--- src/rtl/navigate.sv ---
// navigate: motion responder for the maze-solving command FSM.
// Executes heading changes and straight moves. A straight move ramps the
// forward speed up from MIN_FRWRD toward MAX_FRWRD and ends either with a
// hard brake on an obstacle or with a gentle decel on a new side opening.
// frwrd_spd and en_fusion feed the PID/motor path.
module navigate #(
    parameter bit          FAST_SIM  = 1'b1,
    parameter logic [10:0] MIN_FRWRD = 11'h0D0,
    parameter logic [10:0] MAX_FRWRD = 11'h2A0
) (
    input  logic        clk,
    input  logic        rst_n,
    input  logic        strt_hdng,
    input  logic        strt_mv,
    input  logic        stp_lft,
    input  logic        stp_rght,
    input  logic        hdng_rdy,
    input  logic        at_hdng,
    input  logic        lft_opn,
    input  logic        rght_opn,
    input  logic        frwrd_opn,
    output logic        mv_cmplt,
    output logic        moving,
    output logic        en_fusion,
    output logic [10:0] frwrd_spd
);

    localparam int DATA_W = 11;

    // Per-update speed increment; the larger step shortens simulation runs.
    localparam logic [DATA_W-1:0] FRWRD_INC  = FAST_SIM ? 11'h018 : 11'h002;
    // Gentle decel removes twice the ramp step, hard brake four times.
    localparam logic [DATA_W-1:0] DECEL_STEP = FRWRD_INC << 1;
    localparam logic [DATA_W-1:0] BRAKE_STEP = FRWRD_INC << 2;
    // Sensor fusion is only trustworthy above half of the top speed.
    localparam logic [DATA_W-1:0] FUSION_THR = MAX_FRWRD >> 1;

    typedef enum logic [2:0] {
        IDLE,
        HDNG,
        RAMP,
        DECEL,
        BRAKE
    } state_t;

    state_t state;

    logic lft_opn_ff;
    logic rght_opn_ff;
    logic lft_rise;
    logic rght_rise;
    logic side_stop;

    // Saturating add: 12-bit intermediate so the carry is never lost,
    // result clamped to the top speed.
    function automatic logic [DATA_W-1:0] sat_add(
        input logic [DATA_W-1:0] a,
        input logic [DATA_W-1:0] b
    );
        logic [DATA_W:0] sum;
        sum = {1'b0, a} + {1'b0, b};
        if (sum > {1'b0, MAX_FRWRD}) begin
            return MAX_FRWRD;
        end
        return sum[DATA_W-1:0];
    endfunction

    // Saturating subtract: a borrow out of the 12-bit intermediate means
    // the speed would go negative, so clamp to zero.
    function automatic logic [DATA_W-1:0] sat_sub(
        input logic [DATA_W-1:0] a,
        input logic [DATA_W-1:0] b
    );
        logic [DATA_W:0] diff;
        diff = {1'b0, a} - {1'b0, b};
        if (diff[DATA_W]) begin
            return '0;
        end
        return diff[DATA_W-1:0];
    endfunction

    // Delay the wall-open flags by one cycle for rising-edge detection.
    always_ff @(posedge clk) begin
        if (!rst_n) begin
            lft_opn_ff  <= 1'b0;
            rght_opn_ff <= 1'b0;
        end else begin
            lft_opn_ff  <= lft_opn;
            rght_opn_ff <= rght_opn;
        end
    end

    // Only a newly opened passage counts; one already open at the start of
    // a move produces no edge and therefore never stops it.
    assign lft_rise  = lft_opn & ~lft_opn_ff;
    assign rght_rise = rght_opn & ~rght_opn_ff;
    assign side_stop = (stp_lft & lft_rise) | (stp_rght & rght_rise);

    // Move sequencer: state, speed command and the registered handshake.
    always_ff @(posedge clk) begin
        if (!rst_n) begin
            state     <= IDLE;
            frwrd_spd <= '0;
            mv_cmplt  <= 1'b0;
            moving    <= 1'b0;
        end else begin
            mv_cmplt <= 1'b0;
            case (state)
                IDLE: begin
                    moving    <= 1'b0;
                    frwrd_spd <= '0;
                    if (strt_hdng) begin
                        state  <= HDNG;
                        moving <= 1'b1;
                    end else if (strt_mv) begin
                        state     <= RAMP;
                        moving    <= 1'b1;
                        frwrd_spd <= MIN_FRWRD;
                    end
                end

                HDNG: begin
                    frwrd_spd <= '0;
                    if (at_hdng) begin
                        state    <= IDLE;
                        moving   <= 1'b0;
                        mv_cmplt <= 1'b1;
                    end
                end

                RAMP: begin
                    // Obstacle outranks a side opening; no speed step on an exit cycle.
                    if (!frwrd_opn) begin
                        state <= BRAKE;
                    end else if (side_stop) begin
                        state <= DECEL;
                    end else if (hdng_rdy) begin
                        frwrd_spd <= sat_add(frwrd_spd, FRWRD_INC);
                    end
                end

                DECEL: begin
                    if (frwrd_spd == '0) begin
                        state    <= IDLE;
                        moving   <= 1'b0;
                        mv_cmplt <= 1'b1;
                    end else if (!frwrd_opn) begin
                        state <= BRAKE;
                    end else if (hdng_rdy) begin
                        frwrd_spd <= sat_sub(frwrd_spd, DECEL_STEP);
                    end
                end

                BRAKE: begin
                    if (frwrd_spd == '0) begin
                        state    <= IDLE;
                        moving   <= 1'b0;
                        mv_cmplt <= 1'b1;
                    end else if (hdng_rdy) begin
                        frwrd_spd <= sat_sub(frwrd_spd, BRAKE_STEP);
                    end
                end

                default: begin
                    state     <= IDLE;
                    moving    <= 1'b0;
                    frwrd_spd <= '0;
                end
            endcase
        end
    end

    // Fusion enable compares the registered speed, so it is glitch-free.
    assign en_fusion = (frwrd_spd > FUSION_THR);

endmodule

--- config.mk ---
export PLATFORM = sky130hd
export DESIGN_NAME = navigate
export DESIGN_NICKNAME = d
export VERILOG_FILES = /design/src/rtl/navigate.sv
export SDC_FILE = /design/constraint.sdc
export NUM_CORES = 1
export LEC_CHECK = 0
export ABC_AREA = 1
export BUFFER_PORTS_ARGS = -buffer_cell sky130_fd_sc_hd__buf_4
export CAP_MARGIN = 20
export CELL_PAD_IN_SITES_DETAIL_PLACEMENT = 0
export CELL_PAD_IN_SITES_GLOBAL_PLACEMENT = 2
export CORE_ASPECT_RATIO = 0.5
export CORE_UTILIZATION = 32
export DETAILED_ROUTE_END_ITERATION = 6
export PLACE_DENSITY_LB_ADDON = 0.1
export SYNTH_ARGS = -nofsm -noshare
export SYNTH_HDL_FRONTEND = slang
export SYNTH_SLANG_ARGS = --single-unit
export TNS_END_PERCENT = 1
--- constraint.sdc ---
create_clock -name clk -period 2.42 [get_ports clk]
set_input_delay 0.363 -clock clk [delete_from_list [all_inputs] [get_ports clk]]
set_output_delay 0.363 -clock clk [all_outputs]
set_load 0.005 [all_outputs]
* After elaboration in Yosys (flattened, before gate mapping)
Cells that the tools add are included.
** Operators by class
- Add/subtract/negate cells :: 3
- Order comparisons :: 2
- Equality and inequality tests :: 18
- Muxes and demuxes :: 51
- Bitwise gates (word level) :: 8
- Reduce and logical (&&, ||, !) cells :: 6
** Operators with widths (number)
- 11-bit two-way mux :: 14
- 11-bit one-hot mux with 4 select lines :: 1
- 3-bit two-way mux :: 8
- 1-bit two-way mux :: 23
- 2-bit inequality test (second input constant) :: 10
- 8-bit two-way mux :: 2
- 3-bit one-hot mux with 5 select lines :: 1
- 11-bit by 5-bit adder with 12-bit output (second input constant) :: 1
- 12-bit by 10-bit > comparator with 1-bit output (second input constant) :: 1
- 11-bit by 6-bit subtractor with 12-bit output (second input constant) :: 1
- 11-bit by 7-bit subtractor with 12-bit output (second input constant) :: 1
- 11-bit by 9-bit > comparator with 1-bit output (second input constant) :: 1
- 11-bit logical NOT :: 1
- 3-bit inequality test (second input constant) :: 3
- 8-bit AND reduction :: 1
- 3-bit by 2-bit equality test with 1-bit output (second input constant) :: 2
- 5-bit AND reduction :: 1
- 1-bit bitwise AND :: 4
- 1-bit one-hot mux with 4 select lines :: 1
- 3-bit by 1-bit equality test with 1-bit output (second input constant) :: 1
- 3-bit equality test (second input constant) :: 1
- 3-bit logical NOT :: 1
- 1-bit inverter :: 3
- 3-bit AND reduction :: 1
- 4 further kinds :: 4
** Word-level totals
- Flip-flop bits (word level) :: 18

* Longest topological paths before layout
Gate-level depths: netlist of the first run.
- Depth in word-level cells :: 13
- Depth in mapped cells :: 15
- Gate-level depth less buffers :: 15

* Worst setup path after synthesis of the first run
No wires, ideal clock.
- Path kind :: register to register
- Start :: reg frwrd_spd[4]
- End :: reg frwrd_spd[4]
- Library setup time :: 0.132 ns
- Data arrival time :: 1.507 ns
- Setup slack :: 0.780 ns
- Cell stages (with the launch flop) :: 15
- Buffers on the path :: 0
- Cell sequence :: dfxtp_1 > inv_1 > ha_1 > nand2_1 > nand2_2 > nand2_4 > nand2_2 > nand2_1 > nand2_1 > nand2_1 > nand2_4 > nand2_2 > nor2_1 > o21bai_1 > a21oi_1
** Between the ends
- Cells in the longest elaborated chain, start to end :: 13
- Elaborated cells on any way between the ends :: 37
- Those cells by class :: add/sub (3); order compare (1); eq/ne (2); mux (29); reduce/logical (2)
** RTL lines
- start: declaration :: line 25 : output logic [10:0] frwrd_spd
- start signal: assignment :: line 138 : frwrd_spd <= sat_add(frwrd_spd, FRWRD_INC);
- start signal: assignment :: line 150 : frwrd_spd <= sat_sub(frwrd_spd, DECEL_STEP);
- start signal: assignment :: line 160 : frwrd_spd <= sat_sub(frwrd_spd, BRAKE_STEP);
- 11-bit by 5-bit adder with 12-bit output :: line 61 : sum = {1'b0, a} + {1'b0, b};
- 12-bit by 10-bit > comparator with 1-bit output :: line 62 : if (sum > {1'b0, MAX_FRWRD}) begin
- 1-bit two-way mux :: line 62
- 1-bit two-way mux :: line 137 : end else if (hdng_rdy) begin
- 1-bit two-way mux :: line 135 : end else if (side_stop) begin
- 1-bit two-way mux :: line 133 : if (!frwrd_opn) begin
- 1-bit two-way mux :: line 108 : case (state)
- 1-bit two-way mux :: line 101 : if (!rst_n) begin
- 11-bit two-way mux :: line 65 : return sum[DATA_W-1:0];
- 11-bit two-way mux :: line 137
- 11-bit two-way mux :: line 135
- 11-bit two-way mux :: line 133
- 11-bit one-hot mux with 4 select lines :: line 108
Several ways; a longest one is shown, not always the timed one. The select of a mux whose other input is x is not followed.
A chain may end at the register's enable or synchronous reset.

* Final worst setup path of the first run
- Start :: reg frwrd_spd[4]
- End :: reg frwrd_spd[6]
The elaborated chain is that of the path after synthesis.

==> impl_metrics.csv, run 1 <==
group,metric,value,unit
clock_network,clock_sinks,15,
logic_synthesis,postSynthRegisterBits,15,
worst_setup_path,cpMostUsedCell,"sky130_fd_sc_hd__nand2_1",
worst_setup_path,endpoint_kind,"flip-flop",
pwr,p_leak,0.895,nW
worst_setup_path,worst-endpoint-arrival,2.22,ns
grt,first_global_vias,1424,
sta,period_minus_slack,2.06,ns
route,num_vias,1492,
logic_synthesis,yosys_warn_count,0,
route,detail_route.first_pass.iterations,4,
worst_setup_path,setup.worst_path.class,"flip-flop to flip-flop",
layout,final_util,38.8,%
worst_setup_path,r2r_start,"frwrd_spd[4]$_SDFFE_PN0P_",
clock_network,cts.reportedPaths.clkPinSlew,0.08,ns
layout,final_nets,273,
route,detail_route_antenna_nets,0,
sta,report.final.slew_viol_count,0,
die,fp-row-count,17,
sta,achievable-frequency,0.486,GHz
hold_path,worstHoldEndpoint,"rght_opn_ff$_SDFF_PN0_",
worst_setup_path,path_depth,11,
sta,worstMarginPinSlew,0.595,ns
logic_synthesis,synth.yosys.seq_area_share,20.1,%
grt,grt_first_pass_wirelength,7000,um
layout,fin_area,1730,um^2
grt,grt_start_max_net_pins,14,
worst_setup_path,max_stage_delay,0.51,ns
place,numPlacedInstances,306,
layout,final-instance-count-excl-fill,310,
grt,gr-usage-all-layers,18.6,%
pwr,report.power.total,1.36,mW
place,placedInstanceArea,1680,um^2
route,wire_per_inst,13.2,um
logic_synthesis,synth_cells,233,
sta,setup_violations,0,
outcome,run_status,"complete, no violations",
worst_setup_path,setup.worst_path.start_class,"flip-flop",
clock_network,postCtsHoldBufs,0,
grt,initial_antenna_violation_count,0,
route,drt_wl_total,4080,um
worst_setup_path,worst-r2r-cell-count,11,
worst_setup_path,slowest_stage,"sky130_fd_sc_hd__dfxtp_1",
worst_setup_path,cp_max_fo,8,
hold_path,holdCritPathClass,"input port to flip-flop",
worst_setup_path,cpLargestDelayFamily,"simple AND/OR/NAND/NOR gates",
place,hpwlAfterDp,3390,um
worst_setup_path,cp_cell_sequence,"inv_1, ha_1, nand2_1, nand2_2, nand2_4, nor2_4, o21ai_2, nand4_1, nand2_1, nand2_1, a21oi_1",
die,floorplan.io_pins,25,
worst_setup_path,critical_path_required,2.59,ns
layout,antenna_cells_inserted,0,
clock_network,cts_htree_levels,1,
sta,post-route-period-util,85.0,%
worst_setup_path,worst-r2r-setup-slack,0.36,ns
clock_network,post-cts-setup-buffers,0,
hold_path,hold_path_startpoint,"rght_opn",
worst_setup_path,critPathLaunch,"frwrd_spd[4]$_SDFFE_PN0P_",
layout,synthesis_to_finish_area_growth,15.6,%
die,die_w,98.6,um
sta,timing.setup.tns,0,ns
route,routed_via_density,4.81,
place,place_ws,0.384,ns
die,start_util,33.6,%
sta,worst_slack,0.364,ns
clock_network,post_cts_resize_count,0,
place,replace_congestion,0.866,
logic_synthesis,post_synth.cell_area_avg,6.41,um^2
clock_network,tritoncts_clock_tree,"done",
clock_network,clock_tree.root_cell,"sky130_fd_sc_hd__clkbuf_8",
sta,worst_slew_margin_rel,60.0,%
grt,overflow,0,
sta,rsz0062_at_grt,"no",
die,fp.coreArea,4450,um^2
worst_setup_path,worst_r2r_endpoint,"frwrd_spd[6]$_SDFFE_PN0P_",
place,port_buffers,21,
worst_setup_path,cp.buffers_inverters,1,
route,detailed_route_iter0_violations,69,
sta,fin_hold_ws,0.286,ns
route,remaining_drc_errors,0,
pwr,max-vdd-ir-drop,381,uV
logic_synthesis,syn_area,1490,um^2
die,design.die.area,4960,um^2
sta,worst_clock_skew,0.00780,ns
hold_path,hold-path-cell-count,3,
layout,layout-drive-gt1-share,23.3,%
logic_synthesis,netlist-cell-type-count,34,
pwr,pwr_density_cell,788,nW/um^2
sta,hold_viol_final,0,
clock_network,clkLatencyLatePin,0.26,ns
job,maxCapViolCount,0,
die,die_h,50.3,um
clock_network,clock_tree.buffer_depth,2,
clock_network,cts_made_buffers,3,
routing by layer:
metal / track usage [%] / routed length, um
met1: 25.6 / 2040
met2: 30.4 / 1820
met3: 3.62 / 205
met4: 3.98 / 14
met5: 0 / 0
cell families (layout without fill, tap and decap cells):
family,Yosys count,count (layout),share of synthesized area (%)
other cells,1,3,0.251
compound gates,38,38,15.2
xor+xnor,4,4,2.34
fa+ha+maj,8,8,6.70
buf+inv,40,58,12.1
flops,15,15,20.1
simple gates,127,127,43.3
cell usage after synthesis, drive strengths merged:
master	number	area, um^2
a21oi	16	80.1
and2	1	8.76
buf	7	56.3
clkbuf	1	3.75
conb	1	3.75
dfxtp	15	300
ha	8	100
inv	32	120
nand2	67	284
nand3	16	108
nand3b	1	7.51
nand4	5	31.3
nor2	28	145
nor3	8	56.3
o211ai	1	7.51
o21ai	17	111
o21bai	2	15.0
o22ai	1	6.26
o31ai	1	7.51
or2	1	6.26
xor2	4	35.0
sequential cells by signal, indices dropped and copies added (netlist names):
register / count
frwrd_spd: 8
lft_opn_ff: 1
moving: 1
mv_cmplt: 1
rght_opn_ff: 1
state: 3
report_power, final:
group | total [mW] | internal (mW) | leakage [nW] | switching (mW)
Sequential | 0.379 | 0.295 | 0.123 | 0.0840
Clock | 0.223 | 0.116 | 0.0217 | 0.107
Combinational | 0.759 | 0.288 | 0.751 | 0.471
Total | 1.36 | 0.699 | 0.895 | 0.662
layout make-up:
class	count	area [um^2]
clock inverter	1	7.51
inverter	32	120
timing repair buffer	22	165
fill	483	2720
tap	57	71.3
sequential	15	300
multi-input combinational	180	1020
clock buffer	3	41.3
placed cells by master, fill, tap and decap left out:
cell type	instances
sky130_fd_sc_hd__a21oi_1	16
sky130_fd_sc_hd__and2_4	1
sky130_fd_sc_hd__buf_4	22
sky130_fd_sc_hd__clkbuf_8	3
sky130_fd_sc_hd__clkinvlp_4	1
sky130_fd_sc_hd__conb_1	3
sky130_fd_sc_hd__dfxtp_1	15
sky130_fd_sc_hd__ha_1	8
sky130_fd_sc_hd__inv_1	26
sky130_fd_sc_hd__inv_2	6
sky130_fd_sc_hd__nand2_1	60
sky130_fd_sc_hd__nand2_2	4
sky130_fd_sc_hd__nand2_4	3
sky130_fd_sc_hd__nand3_1	12
sky130_fd_sc_hd__nand3_2	3
sky130_fd_sc_hd__nand3_4	1
sky130_fd_sc_hd__nand3b_1	1
sky130_fd_sc_hd__nand4_1	5
sky130_fd_sc_hd__nor2_1	20
sky130_fd_sc_hd__nor2_2	4
sky130_fd_sc_hd__nor2_4	4
sky130_fd_sc_hd__nor3_1	6
sky130_fd_sc_hd__nor3_2	1
sky130_fd_sc_hd__nor3_4	1
sky130_fd_sc_hd__o211ai_1	1
sky130_fd_sc_hd__o21ai_0	9
sky130_fd_sc_hd__o21ai_1	3
sky130_fd_sc_hd__o21ai_2	4
sky130_fd_sc_hd__o21ai_4	1
sky130_fd_sc_hd__o21bai_1	2
sky130_fd_sc_hd__o22ai_1	1
sky130_fd_sc_hd__o31ai_1	1
sky130_fd_sc_hd__or2_1	1
sky130_fd_sc_hd__xor2_1	4
worst max-delay path by stage:
stage	slack [ns]	end
floorplan	0.78	frwrd_spd[4]$_SDFFE_PN0P_
global placement	0.37	frwrd_spd[6]$_SDFFE_PN0P_
detailed placement	0.38	frwrd_spd[6]$_SDFFE_PN0P_
CTS	0.34	frwrd_spd[6]$_SDFFE_PN0P_
global route	0.17	frwrd_spd[6]$_SDFFE_PN0P_
finish	0.36	frwrd_spd[6]$_SDFFE_PN0P_
worst min-delay path, delay by kind of cell:
family | cells | cell delay, ns
buffers and inverters | 2 | 0.12
AND/OR/NAND/NOR | 1 | 0.04
Power figures use the tool's default switching activity.
==> run 2: changes to the inputs <==
ABC_AREA = 0   (was 1)
clock period = 2 ns   (was 2.42 ns; I/O delays follow)
==> run 2 against run 1 <==
Clock power grew 17%. Sequential cell count did not move. Hold slack got worse by 0.025 ns. Clock skew decreased by 0.0046 ns. Register-to-register slack lost 0.36 ns. Non-clock buffer count up 51. Die area down 0.74%. Via count increased by 14%. Critical path depth fell by 3. Sequential power grew 13%. Sequential share of layout area shrank 3.5 points.
==> impl_metrics.csv, run 2 <==
group,metric,value,unit
worst_setup_path,max_stage_delay,0.52,ns
logic_synthesis,post_synth.cell_area_avg,7.53,um^2
route,routed_via_density,5.29,
place,placedInstanceArea,2060,um^2
pwr,report.power.total,1.85,mW
clock_network,postCtsHoldBufs,0,
layout,commonest_non_fill_non_tap_cell_in_the_layout,"sky130_fd_sc_hd__buf_4",
pwr,p_leak,0.989,nW
layout,layout.area.seq,312,um^2
place,hpwlAfterDp,3960,um
sta,period_minus_slack,1.99,ns
sta,achievable-frequency,0.501,GHz
logic_synthesis,synth_area_leader_cell,"sky130_fd_sc_hd__dfxtp_1",
place,place_ws,-0.157,ns
grt,grtUsageMet1,31.0,%
layout,layout-drive-gt1-share,43.6,%
job,maxCapViolCount,0,
grt,grt_use_met2,32.2,%
worst_setup_path,endpoint_kind,"flip-flop",
clock_network,cts_made_buffers,3,
clock_network,clkLatencyLatePin,0.25,ns
worst_setup_path,r2r_start,"frwrd_spd[5]$_SDFFE_PN0P_",
grt,grt_first_pass_wirelength,8060,um
hold_path,worstHoldEndpoint,"rght_opn_ff$_SDFF_PN0_",
route,drt_wl_total,5000,um
sta,report.final.slew_viol_count,0,
logic_synthesis,synth_edf_count,0,
place,replace_congestion,0.859,
grt,overflow,0,
grt,gr-usage-all-layers,21.2,%
sta,worst_clock_skew,0.00320,ns
logic_synthesis,synth.yosys.seq_area_share,20.3,%
clock_network,cts_htree_levels,1,
route,remaining_drc_errors,0,
grt,grt_start_max_net_pins,11,
hold_path,hold-path-cell-count,2,
route,detail_route.first_pass.iterations,6,
logic_synthesis,netlist-cell-type-count,52,
layout,registers_with_the_most_flip_flops,"frwrd_spd (8), state (3)",
hold_path,hold_path_startpoint,"rght_opn",
die,start_util,33.5,%
worst_setup_path,cp_max_fo,7,
grt,met3_usage_grt,4.74,%
logic_synthesis,syn_area,1480,um^2
sta,post-route-period-util,99.7,%
route,detailed_route_iter0_violations,99,
clock_network,clock_tree.root_cell,"sky130_fd_sc_hd__clkbuf_8",
logic_synthesis,yosys.area.top_type_share,20.3,%
layout,final_util,50.6,%
logic_synthesis,synth.area.top_cells,"sky130_fd_sc_hd__dfxtp_1, sky130_fd_sc_hd__ha_1, sky130_fd_sc_hd__nand2_1",
die,die_h,50.1,um
grt,gr_peak_layer,"met2",
worst_setup_path,worst-r2r-setup-slack,0.006,ns
layout,most_used_cells_in_the_layout_excluding_fill_and_tap_cells,"sky130_fd_sc_hd__buf_4, sky130_fd_sc_hd__nand2_1, sky130_fd_sc_hd__nor2_1",
layout,multi_input_comb_area,1220,um^2
die,design.die.area,4930,um^2
worst_setup_path,worst_r2r_endpoint,"frwrd_spd[8]$_SDFFE_PN0P_",
die,die_w,98.3,um
worst_setup_path,setup.worst_path.class,"flip-flop to flip-flop",
layout,largest_reg_flops,8,
worst_setup_path,cp_cell_sequence,"inv_4, ha_4, nor2b_4, and3_4, a2111o_1, nor2_2, nand3_1, o32ai_2",
place,port_buffers,21,
logic_synthesis,synth_cells,197,
worst_setup_path,cp.buffers_inverters,1,
sta,fin_hold_ws,0.261,ns
die,fp.coreArea,4420,um^2
outcome,run_status,"complete, no violations",
clock_network,cts.reportedPaths.clkPinSlew,0.07,ns
logic_synthesis,synthTopCellsByCount,"sky130_fd_sc_hd__nand2_1, sky130_fd_sc_hd__nor2_1, sky130_fd_sc_hd__a21oi_1, sky130_fd_sc_hd__dfxtp_1, sky130_fd_sc_hd__o21ai_0",
worst_setup_path,slowest_stage,"sky130_fd_sc_hd__a2111o_1",
logic_synthesis,synthFlopType,"sky130_fd_sc_hd__dfxtp_1",
sta,setup_violations,0,
die,floorplan.io_pins,25,
hold_path,holdCritPathClass,"input port to flip-flop",
logic_synthesis,yosys_warn_count,0,
clock_network,clock_sinks,15,
route,num_vias,1698,
layout,registers.top_by_ff_count,"frwrd_spd",
logic_synthesis,postSynthRegisterBits,15,
clock_network,clock_tree.buffer_depth,2,
layout,synthesis_to_finish_area_growth,50.9,%
grt,initial_antenna_violation_count,0,
logic_synthesis,postSynth.asyncResetShare,0,%
layout,nFillCells,451,
clock_network,tritoncts_clock_tree,"done",
sta,rsz0062_at_grt,"yes",
layout,fin_area,2240,um^2
grt,first_global_vias,1607,
pwr,pwr_density_cell,829,nW/um^2
route,detail_route_antenna_nets,0,
worst_setup_path,setup.worst_path.start_class,"flip-flop",
die,fp-row-count,17,
sta,worst_slack,0.00582,ns
route,wire_per_inst,15.6,um
pwr,max-vdd-ir-drop,392,uV
layout,final_nets,284,
logic_synthesis,yosys.cell_count.top_type,"sky130_fd_sc_hd__nand2_1",
worst_setup_path,worst-endpoint-arrival,2.16,ns
layout,antenna_cells_inserted,0,
sta,hold_viol_final,0,
worst_setup_path,worst-r2r-cell-count,8,
worst_setup_path,critical_path_required,2.17,ns
worst_setup_path,cpLargestDelayFamily,"compound AO/OA/AOI/OAI gates",
run 2: cell count changes in the layout (fill, tap and decap cells not counted), sizes merged, moves of 3 or more:
cell and delta:
buf +51, nand2 -42, inv -23, nand3 -13
nand2b +7, nor2 -7, o21ai -6, a31oi +5
nand4 -4, a22oi +3, nor4 +3, o22a +3
run 2: repair_timing:
item,CTS,global route
setup buffers,0,2
endpoints found under the hold margin,0,0
resized for setup,6,24
pin swaps,6,10
gates cloned,0,0
setup endpoints to repair,6,10
run 2: layout make-up:
cell class                 instances  area share (%)
multi-input combinational        163            54.5
timing repair buffer              73            24.7
sequential                        15            13.9
tap                               57            3.19
clock buffer                       4            2.01
inverter                           9            1.73
run 2: worst max path at each step:
stage          slack (ns)                         to                       from  cells after the start
6_report            0.006  frwrd_spd[8]$_SDFFE_PN0P_  frwrd_spd[5]$_SDFFE_PN0P_                      8
5_1_grt              -0.1  frwrd_spd[3]$_SDFFE_PN0P_  frwrd_spd[5]$_SDFFE_PN0P_                      8
4_1_cts             -0.03  frwrd_spd[8]$_SDFFE_PN0P_  frwrd_spd[5]$_SDFFE_PN0P_                      8
3_5_place_dp        -0.16  frwrd_spd[3]$_SDFFE_PN0P_  frwrd_spd[4]$_SDFFE_PN0P_                      9
3_3_place_gp        -0.20  frwrd_spd[3]$_SDFFE_PN0P_  frwrd_spd[4]$_SDFFE_PN0P_                      9
2_1_floorplan      -0.004  frwrd_spd[3]$_SDFFE_PN0P_  frwrd_spd[4]$_SDFFE_PN0P_                      8
run 2: kinds of logic (layout without fill, tap and decap cells):
group	after synthesis	after routing	share of synthesized area (%)
xor gates and xnor gates	4	4	2.36
adders and majority gates	8	8	6.75
and+or+nand+nor	81	81	28.3
buffers and inverters	21	86	6.67
AOI/OAI and AO/OA	66	66	34.8
DFF	15	15	20.3
muxes	1	1	0.675
other	1	3	0.253
run 2: metrics by stage:
stage	TNS, ns	cells
floorplan	-0.00667	199
global placement	-0.594	315
detailed placement	-0.591	315
CTS	-0.0300	319
global route	-0.443	321
finish	0	321
run 2: worst register-to-register path: stages, from the launching register on:
cell and delay [ns]:
sky130_fd_sc_hd__dfxtp_4 0.41, sky130_fd_sc_hd__inv_4 0.05, sky130_fd_sc_hd__ha_4 0.15, sky130_fd_sc_hd__nor2b_4 0.12
sky130_fd_sc_hd__and3_4 0.19, sky130_fd_sc_hd__a2111o_1 0.52, sky130_fd_sc_hd__nor2_2 0.14, sky130_fd_sc_hd__nand3_1 0.09
sky130_fd_sc_hd__o32ai_2 0.24
run 2: where the power goes:
group	switching, mW	total, mW	internal [mW]	leakage (nW)
combinational	0.569	1.16	0.596	0.841
sequential	0.0697	0.427	0.357	0.126
clock	0.120	0.262	0.141	0.0228
run 2: layer usage:
layer / wire length (um) / part of all wire [%]
met3: 236 / 4.7
met2: 2060 / 41
met4: 14 / 0.28
met1: 2680 / 54
met5: 0 / 0
